`config.mk`:
```
export PLATFORM = sky130hd
export DESIGN_NAME = snes_pad_reader
export DESIGN_NICKNAME = d
export VERILOG_FILES = /design/src/rtl/snes_pad_reader.sv
export SDC_FILE = /design/constraint.sdc
export NUM_CORES = 1
export LEC_CHECK = 0
export ABC_AREA = 1
export BUFFER_PORTS_ARGS = -buffer_cell sky130_fd_sc_hd__buf_4
export CORE_UTILIZATION = 55
export DETAILED_ROUTE_END_ITERATION = 16
export GPL_TIMING_DRIVEN = 0
export PLACE_DENSITY = 0.84
export SLEW_MARGIN = 25
export SYNTH_ARGS = -nofsm -noshare
export SYNTH_HDL_FRONTEND = slang
export SYNTH_SLANG_ARGS = --single-unit
```
`constraint.sdc`:
```
create_clock -name clk -period 2.1 [get_ports clk]
set_input_delay 0.63 -clock clk [delete_from_list [all_inputs] [get_ports clk]]
set_output_delay 0.63 -clock clk [all_outputs]
set_load 0.005 [all_outputs]
```
`src/rtl/snes_pad_reader.sv`:
```
// SNES controller poller: latches the pad, shifts out 16 bits, decodes an 8-bit button report.
// Optional PAD_DEBOUNCE_EN: commit a frame only when it matches the previous decoded frame.
module snes_pad_reader #(
  parameter int LATCH_CYCLES = 600,
  parameter int HALF_CYCLES  = 300,
  parameter int POLL_CYCLES  = 833_333
) (
  input  logic       clk,
  input  logic       reset,
  input  logic       pad_data,
  output logic       pad_latch,
  output logic       pad_clk,
  output logic [7:0] report,
  output logic       report_valid,
  output logic       start_pressed,
  output logic       pad_ok
);

  localparam int PCW = $clog2(POLL_CYCLES);
  localparam int PHW = $clog2((LATCH_CYCLES > HALF_CYCLES) ? LATCH_CYCLES : HALF_CYCLES) + 1;

  typedef enum logic [2:0] {
    IDLE   = 3'd0,
    LATCH  = 3'd1,
    CLK_LO = 3'd2,
    CLK_HI = 3'd3,
    DONE   = 3'd4
  } state_t;

  state_t           state_r, next_state_s;
  logic             sync1_r, sync2_r;
  logic [PCW-1:0]   poll_cnt_r;
  logic             poll_tick_s;
  logic [PHW-1:0]   phase_cnt_r;
  logic             phase_end_s;
  logic [3:0]       bit_idx_r;
  logic [15:0]      raw_r;
  logic [8:0]       decoded_s;
  logic             commit_s;
  logic             latch_next_s, clk_next_s, valid_next_s, start_next_s, ok_next_s;
  logic [7:0]       report_next_s;

  // Result is {pad_ok, report}; a bad trailer blanks every button so no phantom Start.
  function automatic logic [8:0] decode_frame(input logic [15:0] raw);
    logic [15:0] p;
    logic        ok;
    p  = ~raw;
    ok = (raw[15:12] == 4'b1111);
    return {ok, (ok ? {p[11], p[10], p[2], p[3], p[5], p[4], p[8], p[0]} : 8'h00)};
  endfunction

  // Synchronizer and free-running poll counter.
  always_ff @(posedge clk or posedge reset) begin
    if (reset) begin
      sync1_r    <= 1'b1;
      sync2_r    <= 1'b1;
      poll_cnt_r <= '0;
    end else begin
      sync1_r    <= pad_data;
      sync2_r    <= sync1_r;
      poll_cnt_r <= poll_tick_s ? '0 : poll_cnt_r + 1'b1;
    end
  end

  assign poll_tick_s = (poll_cnt_r == PCW'(POLL_CYCLES - 1));

  // State register.
  always_ff @(posedge clk or posedge reset) begin
    if (reset) state_r <= IDLE;
    else       state_r <= next_state_s;
  end

  // Next-state logic.
  always_comb begin
    phase_end_s  = 1'b0;
    next_state_s = state_r;
    case (state_r)
      IDLE: begin
        if (poll_tick_s) next_state_s = LATCH;
        else             next_state_s = IDLE;
      end
      LATCH: begin
        phase_end_s = (phase_cnt_r == PHW'(LATCH_CYCLES - 1));
        if (phase_end_s) next_state_s = CLK_LO;
        else             next_state_s = LATCH;
      end
      CLK_LO: begin
        phase_end_s = (phase_cnt_r == PHW'(HALF_CYCLES - 1));
        if (phase_end_s) next_state_s = CLK_HI;
        else             next_state_s = CLK_LO;
      end
      CLK_HI: begin
        phase_end_s = (phase_cnt_r == PHW'(HALF_CYCLES - 1));
        if (phase_end_s) next_state_s = (bit_idx_r == 4'd15) ? DONE : CLK_LO;
        else             next_state_s = CLK_HI;
      end
      DONE:    next_state_s = IDLE;
      default: next_state_s = IDLE;
    endcase
  end

  // Phase timer and serial capture; bit 0 arrives during latch, the rest on pad_clk highs.
  always_ff @(posedge clk or posedge reset) begin
    if (reset) begin
      phase_cnt_r <= '0;
      bit_idx_r   <= 4'd0;
      raw_r       <= 16'h0000;
    end else begin
      if (state_r == IDLE || next_state_s != state_r) phase_cnt_r <= '0;
      else                                             phase_cnt_r <= phase_cnt_r + 1'b1;
      if (state_r == LATCH && phase_end_s) begin
        raw_r[0]  <= sync2_r;
        bit_idx_r <= 4'd1;
      end else if (state_r == CLK_HI && phase_end_s) begin
        raw_r[bit_idx_r] <= sync2_r;
        bit_idx_r        <= bit_idx_r + 4'd1;
      end else begin
        bit_idx_r <= bit_idx_r;
      end
    end
  end

  assign decoded_s = decode_frame(raw_r);

`ifdef PAD_DEBOUNCE_EN
  logic [8:0] cand_r;

  // Candidate frame: last decoded frame, compared against the next one.
  always_ff @(posedge clk or posedge reset) begin
    if (reset)                 cand_r <= 9'h000;
    else if (state_r == DONE)  cand_r <= decoded_s;
    else                       cand_r <= cand_r;
  end

  assign commit_s = (state_r == DONE) && (decoded_s == cand_r);
`else
  assign commit_s = (state_r == DONE);
`endif

  // Output logic: next values of every registered output.
  always_comb begin
    latch_next_s = (next_state_s == LATCH);
    clk_next_s   = (next_state_s != CLK_LO);
    valid_next_s = (state_r == DONE);
    if (commit_s) begin
      report_next_s = decoded_s[7:0];
      ok_next_s     = decoded_s[8];
      start_next_s  = decoded_s[4] & ~report[4];
    end else begin
      report_next_s = report;
      ok_next_s     = pad_ok;
      start_next_s  = 1'b0;
    end
  end

  // Output registers.
  always_ff @(posedge clk or posedge reset) begin
    if (reset) begin
      pad_latch     <= 1'b0;
      pad_clk       <= 1'b1;
      report        <= 8'h00;
      report_valid  <= 1'b0;
      start_pressed <= 1'b0;
      pad_ok        <= 1'b0;
    end else begin
      pad_latch     <= latch_next_s;
      pad_clk       <= clk_next_s;
      report        <= report_next_s;
      report_valid  <= valid_next_s;
      start_pressed <= start_next_s;
      pad_ok        <= ok_next_s;
    end
  end

endmodule

```
==> out/metrics.cfg, run 1 <==
[timing]
timing.fmax_ghz = 0.535
worst-slew-pin-transition_ns = 0.416
max_slew_margin_pct = 72.2
worst_clock_skew_ns = 0.0141
hold_viol = 0
timing.setup.tns_ns = 0
min_period_over_period_pct = 89.0
fin_crit_ns = 1.87
setup_violations = 0
rsz0062_at_grt = no
drv_slew = 0

[die]
num_io_pins = 16
rows = 28
die_x_um = 81.5
dieArea_mm2 = 0.00664
start_util_pct = 58.0
fp.dieH_um = 81.5
core_region_area_mm2 = 0.00599

[finish]
final_net_count = 449
finalInstanceArea_mm2 = 0.00396
drive_gt1_share_pct = 22.7
num_antenna_cells = 0
area_delta_synth_final_pct = 13.9

[yosys]
synth_edf_count = 0
synth_area_leaders = dfrtp_1, inv_1, nand2_1
synth_cell_type_count = 35
yosys_register_bits = 65
syn_area_per_cell_um2 = 8.46
synth_area_leader_cell = dfrtp_1
synthMostInstantiatedCell = inv_1
synth_top_area_share_pct = 44.6
yosysSeqAreaShare_pct = 46.9
ys_async_sr_fraction_pct = 100
syn-num-nets = 421
yosys_warnings = 0
synthCells = 411
syn_area_mm2 = 0.00348
synthTopCellsByCount = inv_1, dfrtp_1, nand2_1
synth-main-ff-cell = dfrtp_1

[critical_path]
critPathMaxFanout = 10
cpPeakStageDelay_ns = 0.46
endpoint_kind = flop
path_class = reg2reg
r2r_slack_ns = 0.23
cp_slowest_cell = dfrtp_1
crit_top_cell = nor2_2
critPathLaunchType = flop
path_cells = ha_1 > nand2_2 > nor2_2 > nand2_2 > nor3_4 > nor2_2 > nand3_2 > buf_6 > nor2_2
cp_data_arrival_time_ns = 2.09
cp.required_ns = 2.32

[detailed_routing]
vias_per_cell = 5.25
wl_per_cell_um = 13.2
drcViolationCount = 0
ant_nets = 0
drt_first_pass_iters = 4
vias = 2724
dr.first_iter.drc_count = 88
wl_um = 6840

[outcome]
status = finished clean

[place]
dpl.hpwl_um = 5000
portBuffers = 15
placed_area_mm2 = 0.00373
place.gp.congestion = 0.872

[clock_network]
cts-hold-fix-buffers = 0
cts_setup_buffers = 0
clkLatencyLatePin_ns = 0.34
clk_pin_slew_ns = 0.08
cts_resized = 0
cts_made_buffers = 9
cts.path.max_buffers = 2
numClockSinks = 65
cts_tree = done
htree_num_levels = 3
root_buffer = clkbuf_8

[job]
maxCapViolCount = 0

[power]
power.density_mw_per_mm2 = 628
ir_drop_uv = 534
p_leak_nw = 1.98

[grt]
grt_max_degree = 31
grt_usage_pct = 22.8
grt_pass1_vias = 2611
grt_pass1_wl_um = 11400
antenna_found_initial = 0
grt-ovfl-total = 0

[min_path]
min_path_type = in2async

## path summary, 6_finish.rpt
kind	from	endpoint	depth (start not counted)
worst max-delay path	phase_cnt_r[0]$_DFF_PP0_	phase_cnt_r[4]$_DFF_PP0_	9
worst min-delay path	reset	poll_cnt_r[11]$_DFF_PP0_	2
worst max register to register	phase_cnt_r[0]$_DFF_PP0_	phase_cnt_r[4]$_DFF_PP0_	9
worst min register to register	sync1_r$_DFF_PP1_	sync2_r$_DFF_PP1_	0
max in group asynchronous	reset	pad_clk$_DFF_PP1_	4
min in group clk	sync1_r$_DFF_PP1_	sync2_r$_DFF_PP1_	0
## state kept, by name, indices dropped and copies added, names as in the netlist
signal / cells
start_pressed: 1
sync1_r: 1
poll_cnt_r: 20
report_valid: 1
pad_clk: 1
phase_cnt_r: 11
pad_ok: 1
report: 8
state_r: 3
raw_r: 12
bit_idx_r: 4
pad_latch: 1
sync2_r: 1
## cell families after synthesis
group | share of synthesized area [%]
xor gates and xnor gates | 4.28
DFF | 46.9
AOI/OAI and AO/OA | 6.41
buffers and inverters | 9.97
adders and majority gates | 2.52
and+or+nand+nor | 29.9
## per-stage QoR
step / worst slack [ns] / total power, mW / utilization (%) / std cells / hold slack [ns]
6_report: 0.232 / 2.49 / 66.1 / 519 / 0.251
5_1_grt: 0.124 / 2.56 / 66.1 / 519 / 0.264
4_1_cts: 0.217 / 2.51 / 66.1 / 519 / 0.250
3_3_place_gp: 0.302 / 1.31 / 61.5 / 501 / 0.348
3_5_place_dp: 0.255 / 1.32 / 62.3 / 503 / 0.350
2_1_floorplan: 0.510 / 1.30 / - / 411 / 0.345
## metal layers
| layer | wire length, um | part of all wire, % | global-route usage [%] | vias to the layer above |
|---|---|---|---|---|
| li1 | - | - | - | 1357 |
| met3 | 265 | 3.9 | 5.78 | 11 |
| met2 | 3460 | 51 | 39.7 | 62 |
| met5 | 0 | 0 | 0 | - |
| met4 | 106 | 1.5 | 8.75 | 0 |
| met1 | 3010 | 44 | 26.8 | 1294 |
## where the power goes
part / leakage (nW) / internal, mW / switching, mW / total, mW
sequential: 0.884 / 1.26 / 0.000439 / 1.26
combinational: 0.981 / 0.0123 / 0.0293 / 0.0416
clock: 0.114 / 0.733 / 0.455 / 1.19
## placed cells by master (no fill, tap or decap), types with 2 or more instances in the layout
master     netlist  layout
buf_6            3       3
inv_1           66      65
o21ai_1          7       7
nand3_1         24      24
a21oi_1         10      10
o22ai_1          8       8
clkinv_2         1       2
nand2_2         10      10
dfstp_2          3       3
nand2_1         58      58
clkbuf_1         2       4
bufinv_16        0       2
nor2_4           4       4
buf_4            1      16
nor2_1          37      37
nand4_1          9       9
nand3_2          4       4
a31oi_1          2       2
inv_2           12      12
clkbuf_8         0      11
ha_1             7       7
xor2_1          12      12
dfrtp_1         62      62
o21ai_0         12      12
nor3_2           5       5
nor3_1          17      17
xnor2_1          5       5
nor2_2          21      21
## critical path, delay by kind of cell (launching register included)
family / cells / cell delay [ns]
buffers and inverters: 1 / 0.17
adder cells (fa/ha/maj): 1 / 0.31
flip-flops: 1 / 0.46
AND/OR/NAND/NOR: 7 / 0.82
## cell type report
class | instances | area (um^2)
fill | 471 | 2030
sequential | 65 | 1630
multi-input combinational | 261 | 1500
inverter | 79 | 302
timing repair buffer | 17 | 160
clock buffer | 13 | 159
tap | 75 | 93.8
clock inverter | 3 | 65.1
buffer | 6 | 48.8
Note: power is estimated with default switching activity, not from simulation.
==> inputs of run 2 (changes only) <==
--- a/config.mk
+++ b/config.mk
@@ -5,12 +5,11 @@
 export SDC_FILE = /design/constraint.sdc
 export NUM_CORES = 1
 export LEC_CHECK = 0
-export ABC_AREA = 1
 export BUFFER_PORTS_ARGS = -buffer_cell sky130_fd_sc_hd__buf_4
 export CORE_UTILIZATION = 55
 export DETAILED_ROUTE_END_ITERATION = 16
 export GPL_TIMING_DRIVEN = 0
-export PLACE_DENSITY = 0.84
+export PLACE_DENSITY = 0.85
 export SLEW_MARGIN = 25
 export SYNTH_ARGS = -nofsm -noshare
 export SYNTH_HDL_FRONTEND = slang
==> run 2 against run 1 <==
Compared with the run above:
- combinational power decreased by 1%
- synthesized area decreased by 7.9%
- sequential share of layout area grew 3.2 points
- routed wire length decreased by 9.2%
- count of clock-buffer cells in the layout decreased by 3
- fmax decreased by 5.4%
- die area decreased by 7.7%
- register-to-register slack worse by 0.11 ns
- core utilization decreased by 0.14 points
- via count shrank 14%
- first-iteration DRC count up 43%
- largest cell class unchanged
==> out/metrics.cfg, run 2 <==
[place]
place.gp.congestion = 0.826
placed_area_mm2 = 0.00345
dpl.hpwl_um = 4310
dpl.cell_count = 390
portBuffers = 15

[clock_network]
cts-hold-fix-buffers = 0
cts.path.max_buffers = 2
cts_tree = done
cts_made_buffers = 9
cts_setup_buffers = 0
clk_pin_slew_ns = 0.08
root_buffer = clkbuf_8
numClockSinks = 65
clkLatencyLatePin_ns = 0.35
cts_resized = 0
htree_num_levels = 3

[critical_path]
critPathLaunchType = flop
r2r_slack_ns = 0.12
endpoint_kind = flop
cp.required_ns = 2.33
path_class = reg2reg
cp_data_arrival_time_ns = 2.21
critPathMaxFanout = 8

[grt]
grt-ovfl-total = 0
grt_max_degree = 33
grt_pass1_wl_um = 10700
antenna_found_initial = 0
grt_usage_pct = 23.0
grt_pass1_vias = 2236

[yosys]
synth_area_leaders = dfrtp_1, xnor2_1, nand4_1
synth_mux_area_share_pct = 4.85
synth_simple_gate_area_share_pct = 24.9
synthTopCellsByCount = dfrtp_1, nand2_1, nor2_1
yosys_warnings = 0
syn_area_per_cell_um2 = 10.6
synth_xor_area_share_pct = 6.84
yosysSeqAreaShare_pct = 50.9
yosys_register_bits = 65
synth_top_area_share_pct = 48.5
synth_fa_ha_area_share_pct = 2.74
syn-num-nets = 311
synth_compound_gate_area_share_pct = 5.39
synthCells = 301
syn_area_mm2 = 0.00320
synth_top_family_by_area = simple AND/OR/NAND/NOR gates
synth_area_leader_cell = dfrtp_1
synth-main-ff-cell = dfrtp_1
synthMostInstantiatedCell = dfrtp_1
synth_edf_count = 0
synth_cell_type_count = 52
ys_async_sr_fraction_pct = 100

[die]
num_io_pins = 16
die_x_um = 78.3
start_util_pct = 57.4
fp.dieH_um = 78.3
core_region_area_mm2 = 0.00557
rows = 27
dieArea_mm2 = 0.00613

[timing]
timing.fmax_ghz = 0.506
setup_violations = 0
worst_clock_skew_ns = 0.00860
min_period_over_period_pct = 94.0
drv_slew = 0
worst-slew-pin-transition_ns = 0.434
fin_crit_ns = 1.98
hold_slack_ns = 0.271
hold_viol = 0
max_slew_margin_pct = 71.0
rsz0062_at_grt = no
timing.setup.tns_ns = 0

[finish]
area_delta_synth_final_pct = 14.8
final_net_count = 339
top_regs = poll_cnt_r x20, raw_r x12, phase_cnt_r x11
layout_commonest_cell = dfrtp_1
fin_cells = 406
largest_register_ffs = 20
layout_common_cells = dfrtp_1, nand2_1, nor2_1
finalInstanceArea_mm2 = 0.00367
nFillCells = 431
drive_gt1_share_pct = 19.2
regMostFlops = poll_cnt_r
num_antenna_cells = 0

[outcome]
status = finished clean

[power]
p_leak_nw = 1.63
power_mw = 2.46
ir_drop_uv = 542
power.density_mw_per_mm2 = 670

[detailed_routing]
dr.first_iter.drc_count = 126
vias = 2336
wl_per_cell_um = 15.3
ant_nets = 0
drcViolationCount = 0
vias_per_cell = 5.75
drt_first_pass_iters = 4
wl_um = 6220

[job]
maxCapViolCount = 0

[min_path]
min_path_type = in2async

## run 2: cell count changes in the layout (fill, tap and decap cells not counted), sizes merged, moves of 5 or more
cell,previous run,this run
o21ai,19,12
nor3,23,7
nand2,68,27
xnor2,5,16
mux2,0,12
nor2,62,28
and2,0,5
nand4,10,21
o22ai,8,0
buf,21,27
inv,77,11
nand3,29,18
## run 2: final timing paths
| path | from | end | depth (start not counted) |
|---|---|---|---|
| min in group clk | sync1_r$_DFF_PP1_ | sync2_r$_DFF_PP1_ | 0 |
| worst max register to register | phase_cnt_r[0]$_DFF_PP0_ | raw_r[0]$_DFFE_PP0P_ | 6 |
| worst min register to register | sync1_r$_DFF_PP1_ | sync2_r$_DFF_PP1_ | 0 |
| max in group asynchronous | reset | sync2_r$_DFF_PP1_ | 3 |
| worst max-delay path | phase_cnt_r[0]$_DFF_PP0_ | raw_r[0]$_DFFE_PP0P_ | 6 |
| worst min-delay path | reset | poll_cnt_r[6]$_DFF_PP0_ | 2 |
## run 2: final cells by class
type | instances | area, um^2 | area share [%]
plain buffers | 13 | 95.1 | 2.59
clock inverters | 6 | 92.6 | 2.52
flip-flops and latches | 65 | 1630 | 44.4
repair buffers | 17 | 160 | 4.36
well taps | 72 | 90.1 | 2.45
inverters | 12 | 48.8 | 1.33
clock buffers | 10 | 128 | 3.47
multi-input cells | 211 | 1430 | 38.9
## run 2: metal layers
layer | vias up | GRT usage, % | routed length [um]
li1 | 1115 | - | -
met1 | 1136 | 29.0 | 2790
met2 | 70 | 36.8 | 3000
met3 | 15 | 7.33 | 310
met4 | 0 | 9.26 | 114
met5 | - | 0 | 0
## run 2: critical path, stage by stage, from the launching register on
cell and delay [ns]:
dfrtp_1 0.42, ha_1 0.21, buf_4 0.16, and4bb_2 0.26, and4_1 0.27, a31oi_1 0.20, mux2_2 0.35
## run 2: logic make-up (layout without fill, tap and decap cells)
kind of cell    count (synthesis)  in the layout
buf+inv                        25             58
xor+xnor                       25             25
simple gates                  137            137
flops                          65             65
compound gates                 28             28
fa+ha+maj                       7              7
mux                            14             14
## run 2: through the flow
step | util, % | setup slack (ns)
2_1_floorplan | - | 0.283
3_3_place_gp | 61.1 | 0.161
3_5_place_dp | 62.0 | 0.133
4_1_cts | 65.9 | 0.119
5_1_grt | 65.9 | 0.0191
6_report | 65.9 | 0.125
## run 2: power breakdown
part	internal (mW)	leakage [nW]	switching, mW
Sequential	1.25	0.884	0.00133
Clock	0.672	0.103	0.492
Combinational	0.0127	0.645	0.0282
